[src/rtl/countdown_timer_4bit.sv]
// countdown_timer_4bit: loadable 4-bit down-counter with start/pause button and done flag
//   clk      : system clock, all state on rising edge
//   clear_n  : asynchronous active-low reset
//   load_val : switch value captured on a load event
//   load     : raw load push-button, one event per rising edge
//   start    : raw start/pause push-button, one event per rising edge
//   count    : current count, registered
//   running  : high while counting (RUN)
//   done     : high once the count has expired (DONE)
module countdown_timer_4bit #(
    parameter int DIV_WIDTH = 27
) (
    input  logic       clk,
    input  logic       clear_n,
    input  logic [3:0] load_val,
    input  logic       load,
    input  logic       start,
    output logic [3:0] count,
    output logic       running,
    output logic       done
);
    typedef enum logic [1:0] {IDLE, RUN, PAUSE, DONE} state_t;
    state_t               state;
    logic [2:0]           load_sync;
    logic [2:0]           start_sync;
    logic [DIV_WIDTH-1:0] presc;
    logic                 load_ev;
    logic                 start_ev;
    logic                 tick;
    // synchroniser flops reset to 1 so a button held through reset yields no edge
    assign load_ev  = load_sync[1] & ~load_sync[2];
    assign start_ev = start_sync[1] & ~start_sync[2];
    assign tick     = (state == RUN) & (&presc);
    always_ff @(posedge clk or negedge clear_n) begin
        if (!clear_n) begin
            load_sync  <= '1;
            start_sync <= '1;
            presc      <= '0;
            count      <= '0;
            state      <= IDLE;
            running    <= 1'b0;
            done       <= 1'b0;
        end else begin
            load_sync  <= {load_sync[1:0], load};
            start_sync <= {start_sync[1:0], start};
            // a load event beats any start event or tick in the same cycle
            if (load_ev) begin
                count   <= load_val;
                presc   <= '0;
                state   <= IDLE;
                running <= 1'b0;
                done    <= 1'b0;
            end else begin
                case (state)
                    IDLE: begin
                        if (start_ev && count != 4'd0) begin
                            state   <= RUN;
                            presc   <= '0;
                            running <= 1'b1;
                        end
                    end
                    RUN: begin
                        presc <= presc + 1'b1;
                        if (tick && count <= 4'd1) begin
                            count   <= '0;
                            state   <= DONE;
                            running <= 1'b0;
                            done    <= 1'b1;
                        end else begin
                            if (tick)
                                count <= count - 4'd1;
                            if (start_ev) begin
                                state   <= PAUSE;
                                running <= 1'b0;
                            end
                        end
                    end
                    PAUSE: begin
                        if (start_ev) begin
                            state   <= RUN;
                            running <= 1'b1;
                        end
                    end
                    default: ;
                endcase
            end
        end
    end
endmodule
[config.mk]
export PLATFORM = sky130hd
export DESIGN_NAME = countdown_timer_4bit
export DESIGN_NICKNAME = d
export VERILOG_FILES = /design/src/rtl/countdown_timer_4bit.sv
export SDC_FILE = /design/constraint.sdc
export NUM_CORES = 1
export LEC_CHECK = 0
export CORE_UTILIZATION = 45
export CTS_CLUSTER_SIZE = 16
export DETAILED_ROUTE_END_ITERATION = 12
export GPL_TIMING_DRIVEN = 0
export PLACE_DENSITY = 0.66
export SYNTH_ARGS = -nofsm -noshare
export SYNTH_HDL_FRONTEND = slang
export SYNTH_SLANG_ARGS = --single-unit
[constraint.sdc]
create_clock -name clk -period 1.7 [get_ports clk]
set_input_delay 0.34 -clock clk [delete_from_list [all_inputs] [get_ports clk]]
set_output_delay 0.34 -clock clk [all_outputs]
set_load 0.1 [all_outputs]
# Word-level counts from Yosys, hierarchy flattened
# Index checks and enable logic that the tools add are counted.
[op_classes] n_reduce_logical=14 n_mux=22 order_cmp=1 eq_ne=5 addsub=2 n_bitwise=5
[op_table] operator="two-way mux 27 bit" count=2
[op_table] operator="case mux 27 bit (2 select lines)" count=1
[op_table] operator="adder 27 x 1 -> 27 bit (second input constant)" count=1
[op_table] operator="AND reduction 27 bit" count=1
[op_table] operator="two-way mux 4 bit" count=4
[op_table] operator="two-way mux 2 bit" count=5
[op_table] operator="two-way mux 1 bit" count=8
[op_table] operator="nonzero test 4 bit" count=2
[op_table] operator="!= test 3 bit (second input constant)" count=2
[op_table] operator="case mux 2 bit (3 select lines)" count=1
[op_table] operator="AND reduction 2 bit" count=3
[op_table] operator="nonzero test 3 bit" count=2
[op_table] operator="<= comparator 4 x 1 -> 1 bit (second input constant)" count=1
[op_table] operator="!= test 4 x 3 -> 1 bit (second input constant)" count=1
[op_table] operator="AND reduction 4 bit" count=1
[op_table] operator="nonzero test 2 bit" count=2
[op_table] operator="subtractor 4 x 1 -> 4 bit (second input constant)" count=1
[op_table] operator="AND 1 bit" count=3
[op_table] operator="case mux 1 bit (3 select lines)" count=1
[op_table] operator="equality test 2 x 1 -> 1 bit (second input constant)" count=1
[op_table] operator="equality test 2 bit (second input constant)" count=1
[op_table] operator="logical AND 1 bit" count=2
[op_table] operator="logical NOT 2 bit" count=1
[op_table] operator="NOT 1 bit" count=2
[word_totals] elab_cells=56 reg_bits=41 output_inout_bits=6 input_bits=8

# Depth between registers and ports, before layout
[depth] ltp_word=6 mapped_depth=8 mapped_depth_nobuf=7

# Least setup slack after synthesis
# OpenSTA, ideal clock, no wires.
[synth_timing] path_kind="reg-to-reg" from="register count[0]" to="register presc[13]" stages_incl_launch_ff=9 slack_ns=-0.669 t_arrival_ns=2.237 synth_period_minus_slack_ns=2.369 path_buffers=1 required_ns=1.567 setup_time_ns=0.133 cell_sequence="dfrtp_1 > inv_1 > ha_1 > or3b_2 > a21oi_1 > o21a_1 > buf_2 > o21ai_0 > o31ai_1"
[synth_via] elab_chain_cells=4
[synth_rtl] element="start: declaration" line="18" rtl="output logic [3:0] count,"
[synth_rtl] element="start signal: assignment" line="48" rtl="count <= load_val;"
[synth_rtl] element="start signal: assignment" line="71" rtl="count <= count - 4'd1;"
[synth_rtl] element="nonzero test 4 bit" line="56" rtl="if (start_ev && count != 4'd0) begin"
[synth_rtl] element="logical AND 1 bit" line="56"
[synth_rtl] element="!= test 3 bit (no line)"
[synth_rtl] element="AND reduction 2 bit (no line)"
[synth_rtl] element="end signal: assignment" line="63" rtl="presc <= presc + 1'b1;"
[synth_rtl] element="end: declaration" line="26" rtl="logic [DIV_WIDTH-1:0] presc;"
# No other way between the ends.
# A chain may end at the register's enable or synchronous reset.

# Final worst setup path
[layout_timing] from="register count[1]" to="register presc[10]"
# The elaborated chain is that of the path after synthesis.

==> flow_metrics.env <==
export IMPL_crit_path_cell_trace="inv_4 -> ha_4 -> or3b_4 -> a21oi_4 -> o21a_4 -> buf_12 -> buf_8 -> buf_6 -> o21ai_2 -> o21ai_1"
export IMPL_vias=2010
export IMPL_seq_area_sq_um=1050
export IMPL_num_rows=24
export IMPL_final_util_pct=67.8
export IMPL_ant_nets=0
export IMPL_die_w_um=71.0
export IMPL_die_y_um=71.0
export IMPL_synth_cell_types=39
export IMPL_numCtsBuffers=5
export IMPL_hold_violations=0
export IMPL_grt_pass1_wl_um=9430
export IMPL_area_delta_synth_final_pct=41.6
export IMPL_worst_slew_pin_slew_ns=0.545
export IMPL_wl_per_cell_um=16.9
export IMPL_synthAdderAreaFrac_pct=2.34
export IMPL_grt_pass1_vias=1924
export IMPL_crit_family="flip-flops"
export IMPL_pwr_share_clk_pct=30.5
export IMPL_clock_fmax_mhz=518
export IMPL_crit_required_ns=1.92
export IMPL_drv_cap=0
export IMPL_start_util_pct=47.9
export IMPL_grt_ovfl_total=0
export IMPL_muxShareOfSynthArea_pct=0.935
export IMPL_root_buffer="clkbuf_8"
export IMPL_sw_frac_of_total_pct=31.8
export IMPL_ys_ff_latch=41
export IMPL_yosysSeqAreaShare_pct=48.2
export IMPL_core_sq_um=4470
export IMPL_drive_above_1_share_pct=37.1
export IMPL_fillers=364
export IMPL_hold_path_class="reg -> reg"
export IMPL_yosys_area_share_simple_pct=24.5
export IMPL_synth_compound_area_share_pct=19.7
export IMPL_drt_iter0_drc=137
export IMPL_hpwl_um=3290
export IMPL_pwr_share_comb_pct=29.1
export IMPL_syn_inst=239
export IMPL_cts_max_level=2
export IMPL_violations="negative setup slack"
export IMPL_grt_max_degree=28
export IMPL_multi_input_area_sq_um=1220
export IMPL_syn_area_per_cell_sq_um=8.96
export IMPL_power_frac_seq_pct=40.4
export IMPL_cp_arrival_ns=2.15
export IMPL_gp_congestion=0.853
export IMPL_crit_slowest_cell="dfrtp_4"
export IMPL_slew_headroom_pct=63.9
export IMPL_powerDensity_nw_per_um2=892
export IMPL_clock_insertion_delay_worst_skew_ns=0.30
export IMPL_switchingPower_uw=860
export IMPL_status="finished with violations"
export IMPL_cp_slowest_stage_delay_ns=0.51
export IMPL_synth_top_family_by_area="simple AND/OR/NAND/NOR gates"
export IMPL_avgViaCountPerCell=5.86
export IMPL_fin_hold_ws_ns=0.360
export IMPL_antenna_found_initial=0
export IMPL_crit_path_start_kind="register"
export IMPL_worst_path_max_fanout=5
export IMPL_grt_usage_pct=24.1
export IMPL_rsz0062_at_grt="true"
export IMPL_syn_nets=251
export IMPL_tritoncts="built"
export IMPL_fin_total_pwr_uw=2710
export IMPL_yosysWarnings=0
export IMPL_synth_xor_area_share_pct=0
export IMPL_vdd_drop_max_v=0.000653
export IMPL_fin_ws_ns=-0.231
export IMPL_finalCritPeriodShare_pct=114
export IMPL_fin_skew_ns=0.0154
export IMPL_wl_um=5790
export IMPL_place_area_sq_um=2390
export IMPL_cts_clk_slew_worst_paths_ns=0.09
export IMPL_syn_area_sq_um=2140
export IMPL_clockBufferDepth=2
export IMPL_cts_sinks=41
export IMPL_dr_pass1_iters=4
export IMPL_p_int_uw=1840
export IMPL_num_antenna_cells=0
export IMPL_port_buffers=13
export IMPL_drt_drc_violations_left=0
export IMPL_design_area_sq_um=3030
export IMPL_nets=302
export IMPL_crit_type="reg -> reg"
export IMPL_setup_viol=30
export IMPL_dieArea_sq_um=5040
export IMPL_leakage_uw=0.00130
export IMPL_fin_tns_setup_ns=-4.66
export IMPL_ios=14
export IMPL_crit_buf_inv=4
export IMPL_cp_end_kind="register"
export IMPL_period_needed_ns=1.93
export IMPL_slew_viol_final=0
stage by stage:
step / setup slack (ns) / std cells
3_3_place_gp: -1.08 / 304
2_1_floorplan: -0.195 / 239
4_1_cts: -0.185 / 333
6_report: -0.231 / 343
5_1_grt: -0.286 / 343
3_5_place_dp: -0.623 / 305
flip-flops by register name, indices dropped and copies added, names as in the netlist:
| signal | cells |
|---|---|
| count | 4 |
| done | 1 |
| load_sync | 3 |
| presc | 27 |
| running | 1 |
| start_sync | 3 |
| state | 2 |
final timing paths:
| path | slack, ns | endpoint | depth (start not counted) | from |
|---|---|---|---|---|
| min in group asynchronous | 0.48 | count[0] | 2 | clear_n |
| setup / recovery | -0.23 | presc[10] | 10 | count[1] |
| setup reg to reg | -0.23 | presc[10] | 10 | count[1] |
| hold / removal | 0.36 | load_sync[1] | 0 | load_sync[0] |
| hold reg to reg | 0.36 | load_sync[1] | 0 | load_sync[0] |
| max in group asynchronous | 0.66 | start_sync[0] | 3 | clear_n |
layout make-up:
cell class                      instances  share of cell area, %
Tap cell                               52                   2.15
Sequential cell                        41                   34.7
Multi-Input combinational cell        176                   40.1
Clock inverter                          1                  0.990
Inverter                                8                   1.16
Timing Repair Buffer                   45                   15.0
Buffer                                 13                   3.09
Clock buffer                            7                   2.85
power by group through the flow:
stage / logic [uW] / registers (uW) / clock network, uW
finish: 787 / 1090 / 825
global route: 844 / 1100 / 879
CTS: 701 / 1080 / 833
detailed placement: 516 / 1110 / 0
global placement: 507 / 1100 / 0
floorplan: 226 / 1240 / 0
synth_stat cells:
| library cell | number | area, sq um |
|---|---|---|
| o21ai_0 | 36 | 180 |
| dfrtp_1 | 35 | 876 |
| nand2_1 | 21 | 78.8 |
| nor2_1 | 14 | 52.6 |
| a31oi_1 | 13 | 81.3 |
| nand4_1 | 12 | 75.1 |
| a21oi_1 | 11 | 55.1 |
| nand3_1 | 11 | 55.1 |
| and3_1 | 8 | 50.1 |
| clkbuf_1 | 8 | 30.0 |
| inv_1 | 8 | 30.0 |
| dfstp_2 | 6 | 158 |
| nor3_1 | 6 | 30.0 |
| nor2b_1 | 5 | 31.3 |
| o31ai_1 | 5 | 37.5 |
| buf_2 | 4 | 20.0 |
| ha_1 | 4 | 50.1 |
| and2_1 | 3 | 18.8 |
| and4_1 | 3 | 26.3 |
| o22ai_1 | 3 | 18.8 |
| or3_1 | 3 | 18.8 |
| and2_0 | 2 | 12.5 |
| mux2i_1 | 2 | 20.0 |
| a22o_1 | 1 | 8.76 |
| a31o_2 | 1 | 8.76 |
| a41oi_1 | 1 | 8.76 |
| buf_1 | 1 | 3.75 |
| buf_4 | 1 | 7.51 |
| nand2b_1 | 1 | 6.26 |
| nand3_2 | 1 | 10.0 |
| nand3b_1 | 1 | 7.51 |
| nor4_1 | 1 | 6.26 |
| nor4_4 | 1 | 21.3 |
| o211ai_1 | 1 | 7.51 |
| o21a_1 | 1 | 7.51 |
| o21bai_1 | 1 | 7.51 |
| or3b_1 | 1 | 8.76 |
| or3b_2 | 1 | 8.76 |
| or4_1 | 1 | 7.51 |
cell usage in the layout, fill, tap and decap left out, types with 4 or more instances in the layout:
master	synthesis	routed
o31ai_1	5	4
buf_6	0	6
clkbuf_1	8	4
dfrtp_2	0	8
clkdlybuf4s50_1	0	6
o21ai_1	0	20
dfstp_2	6	6
nand3_1	11	10
inv_1	8	6
nand4_1	12	12
nor3_1	6	5
o21ai_2	0	12
nor2_1	14	14
clkdlybuf4s15_2	0	5
nand2_1	21	20
buf_4	1	24
and3_1	8	7
dfrtp_1	35	25
clkbuf_8	0	6
a31oi_1	13	13
a21oi_1	11	9
routing by layer:
layer	vias up	wire length, um	track usage [%]
li1	980	-	-
met3	12	230	4.56
met4	0	129	9.11
met5	-	0	0
met1	970	2580	32.7
met2	48	2840	38.7
what timing repair did:
item,4_1_cts,5_1_grt
setup endpoints to repair,41,35
buffers inserted,18,12
hold buffers,1,0
pin swaps,13,23
cloned,2,0
hold endpoints to repair,14,0
resized for setup,68,45
cells by family after synthesis:
| family | count (synthesis) |
|---|---|
| AND/OR/NAND/NOR | 96 |
| AO/OA/AOI/OAI | 74 |
| flip-flops | 41 |
| buffers and inverters | 22 |
| adder cells (fa/ha/maj) | 4 |
| multiplexers | 2 |
No activity file was read; power rests on OpenSTA's default activity.
